[config.mk]
export PLATFORM = sky130hd
export DESIGN_NAME = slave_rd_sched
export DESIGN_NICKNAME = d
export VERILOG_FILES = /design/src/rtl/upum_pkg.sv /design/src/rtl/slave_rd_sched_rr_arbiter.sv /design/src/rtl/slave_rd_sched.sv
export SDC_FILE = /design/constraint.sdc
export NUM_CORES = 1
export LEC_CHECK = 0
export CAP_MARGIN = 15
export CORE_MARGIN = 1
export CORE_UTILIZATION = 55
export DETAILED_ROUTE_END_ITERATION = 10
export PLACE_DENSITY = 0.83
export SETUP_SLACK_MARGIN = 0.5
export SYNTH_ARGS = -nofsm -noshare
export SYNTH_HDL_FRONTEND = slang
export SYNTH_HIERARCHICAL = 1
export SYNTH_SLANG_ARGS = --single-unit
[constraint.sdc]
create_clock -name clk -period 3.8 [get_ports clk]
set_input_delay 0.38 -clock clk [delete_from_list [all_inputs] [get_ports clk]]
set_output_delay 0.38 -clock clk [all_outputs]
set_load 0.005 [all_outputs]
[src/rtl/upum_pkg.sv]
// Shared types and constants for the slave read scheduler: FSM encoding, frame constants
// and the round-robin pointer helper.
package upum_pkg;

  typedef enum logic [2:0] {
    ST_IDLE,
    ST_SOF,
    ST_ADDR,
    ST_LEN,
    ST_DATA,
    ST_CHK
  } state_t;

  localparam logic [7:0] SOF_DEFAULT = 8'hA5;
  localparam int         FRAME_OVH   = 4;

  // Search start for the next arbitration round: one past the last winner, wrapping at n.
  function automatic logic [7:0] next_ptr(input logic [7:0] last, input int n);
    return 8'((int'(last) + 1) % n);
  endfunction

  function automatic int frame_bytes(input logic [7:0] len);
    return int'(len) + FRAME_OVH;
  endfunction

endpackage

[src/rtl/slave_rd_sched_rr_arbiter.sv]
// Round-robin pick of the first set request at or after ptr, wrapping; purely combinational,
// zero latency, no backpressure of its own.
module rr_arbiter #(
  parameter int N = 2
) (
  input  logic [N-1:0] req,
  input  logic [7:0]   ptr,
  output logic [N-1:0] gnt,
  output logic [7:0]   idx,
  output logic         any
);

  localparam int IW = (N > 1) ? $clog2(N) : 1;

  logic [IW-1:0] jj;

  always_comb begin
    gnt = '0;
    idx = 8'h00;
    any = 1'b0;
    jj  = '0;
    for (int i = 0; i < N; i++) begin
      jj = IW'((int'(ptr) + i) % N);
      if (!any && req[jj]) begin
        any     = 1'b1;
        gnt[jj] = 1'b1;
        idx     = 8'(jj);
      end
    end
  end

endmodule

[src/rtl/slave_rd_sched.sv]
// Round-robin framer: SOF/addr/len/data/chk bytes per granted channel, first byte one cycle
// after request; tx_ready low holds the tx register, one idle cycle between bytes.
module slave_rd_sched
  import upum_pkg::*;
#(
  parameter int         N         = 2,
  parameter logic [7:0] SOF       = SOF_DEFAULT,
  parameter logic [7:0] ADDR_BASE = 8'h00
) (
  input  logic           clk,
  input  logic           rst,
  input  logic [N-1:0]   have_msg_bus,
  input  logic [N*8-1:0] len_bus,
  input  logic [N*8-1:0] slave_data_bus,
  output logic [N-1:0]   rdreq_bus,
  output logic [7:0]     tx_data,
  output logic           tx_valid,
  input  logic           tx_ready,
  output logic           busy,
  output logic [7:0]     grant_idx
);

  state_t       state;
  logic [7:0]   last_grant;
  logic [7:0]   len_q;
  logic [7:0]   cnt;
  logic [7:0]   chk;
  logic [N-1:0] gnt_q;

  logic [N-1:0] arb_gnt;
  logic [7:0]   arb_idx;
  logic         arb_any;
  logic [7:0]   arb_ptr;
  logic [7:0]   sel_len;
  logic [7:0]   sel_data;
  logic [7:0]   addr_byte;
  logic         accept;

  assign arb_ptr   = next_ptr(last_grant, N);
  assign addr_byte = ADDR_BASE + grant_idx;
  assign accept    = tx_valid && tx_ready;

  rr_arbiter #(.N(N)) u_arb (
    .req (have_msg_bus),
    .ptr (arb_ptr),
    .gnt (arb_gnt),
    .idx (arb_idx),
    .any (arb_any)
  );

  // Length follows the arbiter winner; data follows the latched grant.
  always_comb begin
    sel_len  = 8'h00;
    sel_data = 8'h00;
    for (int i = 0; i < N; i++) begin
      if (arb_idx == 8'(i))   sel_len  = len_bus[i*8 +: 8];
      if (grant_idx == 8'(i)) sel_data = slave_data_bus[i*8 +: 8];
    end
  end

  always_ff @(posedge clk) begin
    if (rst) begin
      state      <= ST_IDLE;
      tx_data    <= 8'h00;
      tx_valid   <= 1'b0;
      rdreq_bus  <= '0;
      busy       <= 1'b0;
      grant_idx  <= 8'h00;
      gnt_q      <= '0;
      last_grant <= 8'(N - 1);
      len_q      <= 8'h00;
      cnt        <= 8'h00;
      chk        <= 8'h00;
    end else begin
      rdreq_bus <= '0;
      if (accept) tx_valid <= 1'b0;

      // state names the byte held in tx_data; a new byte loads only once tx_valid is low
      case (state)
        ST_IDLE: begin
          if (arb_any) begin
            grant_idx <= arb_idx;
            gnt_q     <= arb_gnt;
            len_q     <= sel_len;
            cnt       <= sel_len;
            chk       <= 8'h00;
            tx_data   <= SOF;
            tx_valid  <= 1'b1;
            busy      <= 1'b1;
            state     <= ST_SOF;
          end
        end

        ST_SOF: begin
          if (accept) state <= ST_ADDR;
        end

        ST_ADDR: begin
          if (!tx_valid) begin
            tx_data  <= addr_byte;
            chk      <= chk ^ addr_byte;
            tx_valid <= 1'b1;
          end else if (tx_ready) begin
            state <= ST_LEN;
          end
        end

        ST_LEN: begin
          if (!tx_valid) begin
            tx_data  <= len_q;
            chk      <= chk ^ len_q;
            tx_valid <= 1'b1;
            // an empty message still needs one pop to drain the slave's have_msg
            if (cnt == 8'h00) rdreq_bus <= gnt_q;
          end else if (tx_ready) begin
            state <= (cnt == 8'h00) ? ST_CHK : ST_DATA;
          end
        end

        ST_DATA: begin
          if (!tx_valid) begin
            tx_data   <= sel_data;
            chk       <= chk ^ sel_data;
            cnt       <= cnt - 8'd1;
            tx_valid  <= 1'b1;
            rdreq_bus <= gnt_q;
          end else if (tx_ready) begin
            state <= (cnt == 8'h00) ? ST_CHK : ST_DATA;
          end
        end

        ST_CHK: begin
          if (!tx_valid) begin
            tx_data  <= chk;
            tx_valid <= 1'b1;
          end else if (tx_ready) begin
            last_grant <= grant_idx;
            busy       <= 1'b0;
            state      <= ST_IDLE;
          end
        end

        default: state <= ST_IDLE;
      endcase
    end
  end

endmodule
Yosys cells after proc, flatten, opt, wreduce, memory -nomap -nowiden
Cells that the tools add are included.
{ "word_totals": {"register_bits": 50, "inputBits": 37, "output_inout_bits": 20, "wordCells": 117} }
{ "op_classes": {"addsub": 3, "n_lt_le_gt_ge": 4, "eq_ne": 19, "n_mux": 54, "bitwise_logic": 4, "n_reduce_logical": 22} }
{ "op_table": {"columns": ["cell", "n"], "rows": [
  ["2-to-1 mux 8 bit", 16],
  ["one-hot mux 8 bit (5 select lines)", 1],
  ["one-hot mux 8 bit (4 select lines)", 1],
  ["logical NOT 8 bit", 3],
  ["2-to-1 mux 3 bit", 8],
  ["bitwise XOR 8 bit", 3],
  ["!= test 2 bit, second input constant", 10],
  ["equality test 8 x 1 -> 1 bit, second input constant", 2],
  ["2-to-1 mux 1 bit", 16],
  ["one-hot mux 8 bit (2 select lines)", 1],
  ["one-hot mux 3 bit (5 select lines)", 1],
  ["2-to-1 mux 2 bit", 5],
  ["AND reduction 8 bit", 1],
  ["subtractor 8 x 1 -> 8 bit, second input constant", 1],
  ["equality test 3 x 2 -> 1 bit, second input constant", 2],
  ["equality test 3 bit, second input constant", 2],
  ["AND reduction 3 bit", 2],
  ["AND reduction 6 bit", 1],
  ["AND reduction 5 bit", 1],
  ["nonzero test 5 bit", 1],
  ["logical AND 1 bit", 4],
  ["less-than comparator 1 x 2 -> 1 bit, second input constant", 2],
  ["!= test 2 x 1 -> 1 bit, second input constant", 2],
  ["one-hot mux 1 bit (2 select lines)", 2],
  ["14 further kinds", 18]
]} }

Longest topological paths before layout
Gate-level depths: netlist (run 1).
{ "logic_depth": {"ltp_word": 12, "mapped_depth": 8, "mapped_depth_nobuf": 7} }

Cells and area by module
Netlist (run 1), hierarchy kept.
{ "by_module_without_submodules": {"columns": ["mod", "instances", "cells_per_inst", "area_each_um2", "seq_area_each_um2"], "rows": [
  ["slave_rd_sched", 1, 375, 3105.5, 1001.0],
  ["rr_arbiter", 1, 13, 88.8, 0.0]
]} }

Worst setup path after synthesis (run 1)
No wires, ideal clock.
{ "synth_timing": {"path_kind": "reg-to-reg", "from": "reg state[2]", "to": "reg tx_data[2]", "setup_time_ns": 0.095, "t_arrival_ns": 1.680, "t_required_ns": 3.705, "path_slack_ns": 2.025, "stages_incl_launch_ff": 8, "path_buffers": 2, "period_less_slack_ns": 1.775, "path_cell_list": "dfxtp_1 > buf_4 > buf_2 > inv_1 > ha_1 > nand2_1 > o21bai_1 > a221oi_1"} }
{ "synth_via": {"elab_chain_len": 3, "elab_cells_between_ends": 13, "cone_classes": "9 x eq/ne; 1 x mux; 3 x reduce/logical"} }
{ "synth_lines": {"columns": ["element", "line_no", "source"], "rows": [
  ["from (decl)", "slave_rd_sched.sv:23", "state_t state;"],
  ["from (signal assigned)", "slave_rd_sched.sv:116", "state <= (cnt == 8'h00) ? ST_CHK : ST_DATA;"],
  ["from (signal assigned)", "slave_rd_sched.sv:128", "state <= (cnt == 8'h00) ? ST_CHK : ST_DATA;"],
  ["equality test 3 bit, or another cell as far along", "slave_rd_sched.sv:79", "case (state)"],
  ["nonzero test 5 bit (no source line) / != test 2 bit (equally long branches)", null, null],
  ["AND reduction 6 bit (no source line)", null, null],
  ["to (signal assigned)", "slave_rd_sched.sv:100", "tx_data <= addr_byte;"],
  ["to (signal assigned)", "slave_rd_sched.sv:110", "tx_data <= len_q;"],
  ["to (signal assigned)", "slave_rd_sched.sv:122", "tx_data <= sel_data;"],
  ["to (decl)", "slave_rd_sched.sv:16", "output logic [7:0] tx_data,"]
]} }
Parallel ways exist; a longest one is shown, timed or not.
A chain may end at the register's enable or synchronous reset.

Worst setup path in the final report (run 1)
{ "layout_timing": {"from": "reg state[1]", "to": "reg tx_data[2]"} }
Same word-level chain as after synthesis.

==> metrics.md, run 1 <==
| Metric | Value |
|---|---|
| Outcome | `finished clean` |
| ANT cells | `0` |
| Rel. slew slack | `a little under a third` |
| Chip width | `about 78 um` |
| Fmax | `slightly below 400 MHz` |
| CP startpoint kind | `flop` |
| Total negative slack | `0 ps` |
| DR WL/cell | `roughly 17 um` |
| Clk_skew | `4.38 ps` |
| Fin util | `between 60% and 70%` |
| GR Overflow Total | `0` |
| Hold buffers post-CTS | `0` |
| Final Hold Fails | `0` |
| GR peak layer | `met2` |
| Initial Utilization | `57.6%` |
| Hold Crit Class | `flop to flop` |
| Synthesized cell area | `about 3200 um^2` |
| Fraction of layout cells with a size suffix above 1 | `between 10 and 15%` |
| DP Wirelength | `about 5900 um` |
| Routed vias/inst | `about 6.4` |
| Worst reg2reg path startpoint | `state[1]` |
| Final setup fails | `0` |
| CTS tree | `yes` |
| Period utilization | `between 60% and 70%` |
| Root Driver | `clkbuf_8` |
| Initial antenna violation count | `0` |
| Core ar. | `roughly 5500 um^2` |
| Gate Count Post-Synth | `a little under 400` |
| Setup Fix Bufs, Post-CTS | `0` |
| Die Area | `6110 um^2` |
| IO Count | `57` |
| Cell Rows | `27` |
| Critical path peak fanout | `33` |
| Die H | `approximately 78 um` |
| Post-DRT Antenna Nets | `0` |
| HP Start | `gnt_q[1]` |
| Reg clk slew, reported paths | `90 ps` |
| Nets | `460` |
| Crit Path Category | `flop to flop` |
| P per Cell Area | `426 nW/um^2` |
| Vias in the first global route | `between 2000 and 3000` |
| H-tree levels | `2` |
| Met2 GRT Util | `around 45%` |
| Avg Cell Area, Syn | `about 8.2 um^2` |
| Worst vdd ir | `0.259 mV` |
| Placed Area | `3660 um^2` |
| WP data required | `around 4000 ps` |
| RSZ-0062 raised after global routing | `no` |
| GRT Resource Usage Total | `27.7%` |
| First-pass GRT wire length | `13400 um` |
| Pin count of the biggest net entering global routing | `39` |
| Via count | `3158` |
| Ys Warns | `6` |
| Design area | `~3800 um^2` |
| Max clock buf depth | `2` |
| Router iterations before antenna repair | `5` |
| Data arrival, critical path | `between 2000 and 3000 ps` |
| Final GP Congestion | `~0.9` |
| Final Max Tran Viols | `0` |
| CTS Sinks | `50` |
| Num CTS Buffers | `5` |
| Worst-Skew Late Latency | `300 ps` |
| Minimum clock period | `approximately 2600 ps` |
| CP Capture Type | `flop` |
| Buffers on Ports | `56` |
| Post-route DRC | `0` |
| Total routed wirelength | `roughly 8300 um` |
| Routing usage on met1 | `between 30% and 40%` |
| Critical Path Source | `state[1]` |
| Total of max-cap violations | `0` |
| Worst Tran Pin Value | `1020 ps` |
| P_leak | `1.30 nW` |
| # resized after CTS | `0` |
| Initial DRC Count | `between 300 and 400` |
| Layout Area Growth over Synthesis | `19.3%` |
| Met3 Use GR | `under 10%` |
## routing by layer
layer	part of all wire, %	vias up
met5	0	-
met4	2.1	0
met3	7.9	22
met2	47	159
met1	43	1491
li1	-	1486
## final timing paths
kind                                   end  slack, ps  depth (start not counted)
worst max-delay path            tx_data[2]       1210                          5
worst min-delay path              gnt_q[1]        460                          2
worst max register to register  tx_data[2]       1210                          5
worst min register to register    gnt_q[1]        460                          2
## worst max-delay path, stage by stage (launching register included)
cell and delay (ps):
dfxtp_1 1010, inv_1 250, ha_1 380, nand2_1 160
o21bai_1 370, a221oi_1 340
## cells in the final DEF, fill, tap and decap left out, types with 3 or more instances in the layout
| cell | n |
|---|---|
| a221oi_1 | 5 |
| clkbuf_8 | 6 |
| a31o_1 | 4 |
| a221o_1 | 6 |
| o32ai_1 | 5 |
| nor2_1 | 24 |
| dfxtp_1 | 50 |
| nand2b_1 | 3 |
| clkdlybuf4s50_1 | 56 |
| nand3_1 | 7 |
| a31oi_1 | 6 |
| mux2i_1 | 14 |
| conb_1 | 7 |
| nand4_1 | 7 |
| nor3_1 | 8 |
| nand2_1 | 43 |
| mux2_2 | 18 |
| and3_1 | 3 |
| nor4_1 | 6 |
| a22oi_1 | 11 |
| nor2b_1 | 3 |
| a2111oi_0 | 4 |
| a21boi_0 | 4 |
| inv_1 | 12 |
| a21oi_1 | 37 |
| and2_1 | 3 |
| nor4_2 | 3 |
| buf_4 | 5 |
| o21ai_0 | 12 |
| or3_1 | 12 |
## sequential cells by signal (all words and copies together), names as in the netlist, 2 cells and up
name       count
rdreq_bus      2
state          3
len_q          8
gnt_q          2
chk            8
grant_idx      8
cnt            8
tx_data        8
## per-stage QoR
stage                     hold WS (ps)  setup slack (ps)  std cells  total power, mW
after floorplan                    430              2020        393             1.01
after global placement             439              1360        486             1.15
after detailed placement           450              1280        486             1.16
after CTS                          465              1270        494             1.61
after global routing               489              1010        494             1.69
final                              461              1210        494             1.62
## power breakdown
part | total, mW | internal [mW] | switching, mW
Combinational | 0.536 | 0.241 | 0.295
Clock | 0.456 | 0.281 | 0.176
Sequential | 0.627 | 0.568 | 0.0591
Total | 1.62 | 1.09 | 0.530
## layout make-up
class	count	area, um^2
sequential	50	1000
multi-input combinational	291	1930
timing repair buffer	61	598
tap	72	90.1
inverter	12	45.0
clock buffer	6	82.6
fill	492	1740
clock inverter	2	60.1
Power figures use the tool's default switching activity.
==> run 2, diff against run 1 <==
CORE_UTILIZATION = 48   (was 55)
PLACE_DENSITY = 0.77   (was 0.83)
clock period = 2.3 ns   (was 3.8 ns; I/O delays follow)
==> run 2 against run 1 <==
Compared with the run above:
- cell area up 7.6%
- die area increased by 14%
- register-to-register slack lost 640 ps
- non-clock buffer count is 24 higher
- final cell count rose by 5.9%
- power increased by 68%
- wire length is 6.7% higher
- via count rose by 1.6%
- clock-buffer cell count is the same
==> metrics.md, run 2 (synthesized netlist as in run 1, its figures left out) <==
| Metric | Value |
|---|---|
| Buffers on Ports | `56 (unchanged)` |
| Rel. slew slack | `65.1% (+33 points)` |
| Final setup fails | `0 (unchanged)` |
| Period utilization | `between 70% and 80%` |
| Die Area | `6980 um^2 (+14%)` |
| Via count | `3208 (+1.6%)` |
| Post-route DRC | `0 (unchanged)` |
| RSZ-0062 raised after global routing | `yes` |
| Placed Area | `3800 um^2 (+3.9%)` |
| Initial DRC Count | `307 (-13%)` |
| Minimum clock period | `roughly 1700 ps` |
| CTS Sinks | `50 (unchanged)` |
| First-pass GRT wire length | `14400 um (+7.1%)` |
| Fin worst setup slack | `555 ps (-652 ps)` |
| Crit-path cells | `clkdlybuf4s50_1 -> or2_4 -> or3_1 -> a21oi_4 -> nor2_1 -> a221oi_1` |
| DR WL/cell | `16.8 um (+0.77%)` |
| CP max stage delay | `450 ps (-560 ps)` |
| Max clock buf depth | `2 (unchanged)` |
| CP delay by family, top | `simple AND/OR/NAND/NOR gates` |
| Nets | `484 (+5.2%)` |
| Chip width | `83.5 um (+6.9%)` |
| Root Driver | `clkbuf_8` |
| Total routed wirelength | `8810 um (+6.7%)` |
| P per Cell Area | `665 nW/um^2 (+56%)` |
| Data arrival, critical path | `1970 ps (-840 ps)` |
| Vias in the first global route | `2975 (+4.9%)` |
| Crit Path Category | `primary input to flop` |
| Cell Rows | `29 (+7.4%)` |
| Fmax | `573 MHz` |
| Final GP Congestion | `0.881 (+0.13%)` |
| Placement Setup Slack | `101 ps (-1180 ps)` |
| IO Count | `57 (unchanged)` |
| CP Buf/Inv Count | `1 (unchanged)` |
| Fin Hold WS | `467 ps (+6.20 ps)` |
| Num CTS Buffers | `5 (unchanged)` |
| Critical path peak fanout | `5 (-85%)` |
| Hold buffers post-CTS | `0 (unchanged)` |
| Initial antenna violation count | `0 (unchanged)` |
| Router iterations before antenna repair | `5 (unchanged)` |
| Outcome | `finished clean` |
| Reg clk slew, reported paths | `90 ps (about the same)` |
| Most common cell after layout, fill and taps aside | `clkdlybuf4s50_1` |
| Design area | `4100 um^2 (+7.6%)` |
| DP Wirelength | `6400 um (+9.3%)` |
| WP data required | `2520 ps (-1490 ps)` |
| Commonest cells after routing, fill and taps aside | `clkdlybuf4s50_1, dfxtp_1, nand2_1, a21oi_1, buf_4` |
| CP Capture Type | `flop` |
| Routed vias/inst | `6.13 (-4.0%)` |
| Final Max Tran Viols | `0 (unchanged)` |
| Die H | `83.5 um (+6.9%)` |
| Clk_skew | `7.91 ps (+3.53 ps)` |
| Worst Tran Pin Value | `519 ps (-504 ps)` |
| Fraction of layout cells with a size suffix above 1 | `20.0% (+9.1 points)` |
| Core ar. | `6390 um^2 (+15%)` |
| Final Hold Fails | `0 (unchanged)` |
| Post-DRT Antenna Nets | `0 (unchanged)` |
| Total negative slack | `0 ps (unchanged)` |
| ANT cells | `0 (unchanged)` |
| Worst vdd ir | `0.423 mV (+64%)` |
| H-tree levels | `2 (unchanged)` |
| Pin count of the biggest net entering global routing | `29 (-26%)` |
| Initial Utilization | `50.0% (-7.6 points)` |
| Hold Crit Class | `flop to flop` |
| Fillcell total | `548 (+11%)` |
| Total of max-cap violations | `0 (unchanged)` |
| GRT Resource Usage Total | `25.6% (-2.2 points)` |
| P_leak | `1.44 nW (+10%)` |
| Layout Area Growth over Synthesis | `28.4%` |
| GR Overflow Total | `0 (unchanged)` |
| Total power draw | `2.72 mW (+68%)` |
| CTS tree | `yes` |
| Slowest stage cell on the critical path | `clkdlybuf4s50_1` |
| Worst-Skew Late Latency | `310 ps (about the same)` |
| CP startpoint kind | `primary input` |
-- run 2: report_power, final --
part	total (mW)	leakage (nW)	internal, mW	switching (mW)
Clock	0.632	0.0514	0.325	0.307
Sequential	1.05	0.409	0.941	0.107
Combinational	1.04	0.976	0.505	0.536
-- run 2: final cells by class --
class,count,area (um^2),share of cell area [%]
clock buffer,6,72.6,1.77
clock inverter,2,37.5,0.917
inverter,12,45.0,1.10
multi-input combinational,291,2040,49.9
sequential,50,1010,24.7
tap,77,96.3,2.35
timing repair buffer,85,790,19.3
-- run 2: worst paths after layout --
path	startpoint	to	slack, ps	cells past startpoint
hold / removal	gnt_q[0]	gnt_q[0]	470	2
hold reg to reg	gnt_q[0]	gnt_q[0]	470	2
setup reg to reg	grant_idx[4]	tx_data[1]	570	4
setup / recovery	have_msg_bus[1]	tx_data[7]	550	6
-- run 2: worst register-to-register path: stages, from the launching register on --
cell and delay (ps):
dfxtp_1 410, nor4_4 470, nand4_1 170, a2111oi_0 470
a31o_1 150
-- run 2: repair_timing --
| item | CTS | global route |
|---|---|---|
| resized for setup | 11 | 24 |
| setup buffers | 3 | 3 |
| endpoints found under the setup margin | 34 | 25 |
| pin swaps | 1 | 4 |
-- run 2: stage by stage --
stage	utilization (%)	instances
3_3_place_gp	59.6	509
5_1_grt	64.1	523
3_5_place_dp	59.6	509
4_1_cts	62.2	520
6_report	64.1	523
2_1_floorplan	-	393
-- run 2: metal layers --
layer	vias up	share of wire (%)	track usage [%]
li1	1532	-	-
met4	0	1.7	7.70
met2	134	47	41.4
met5	-	0	0
met1	1528	45	35.0
met3	14	6.4	4.45
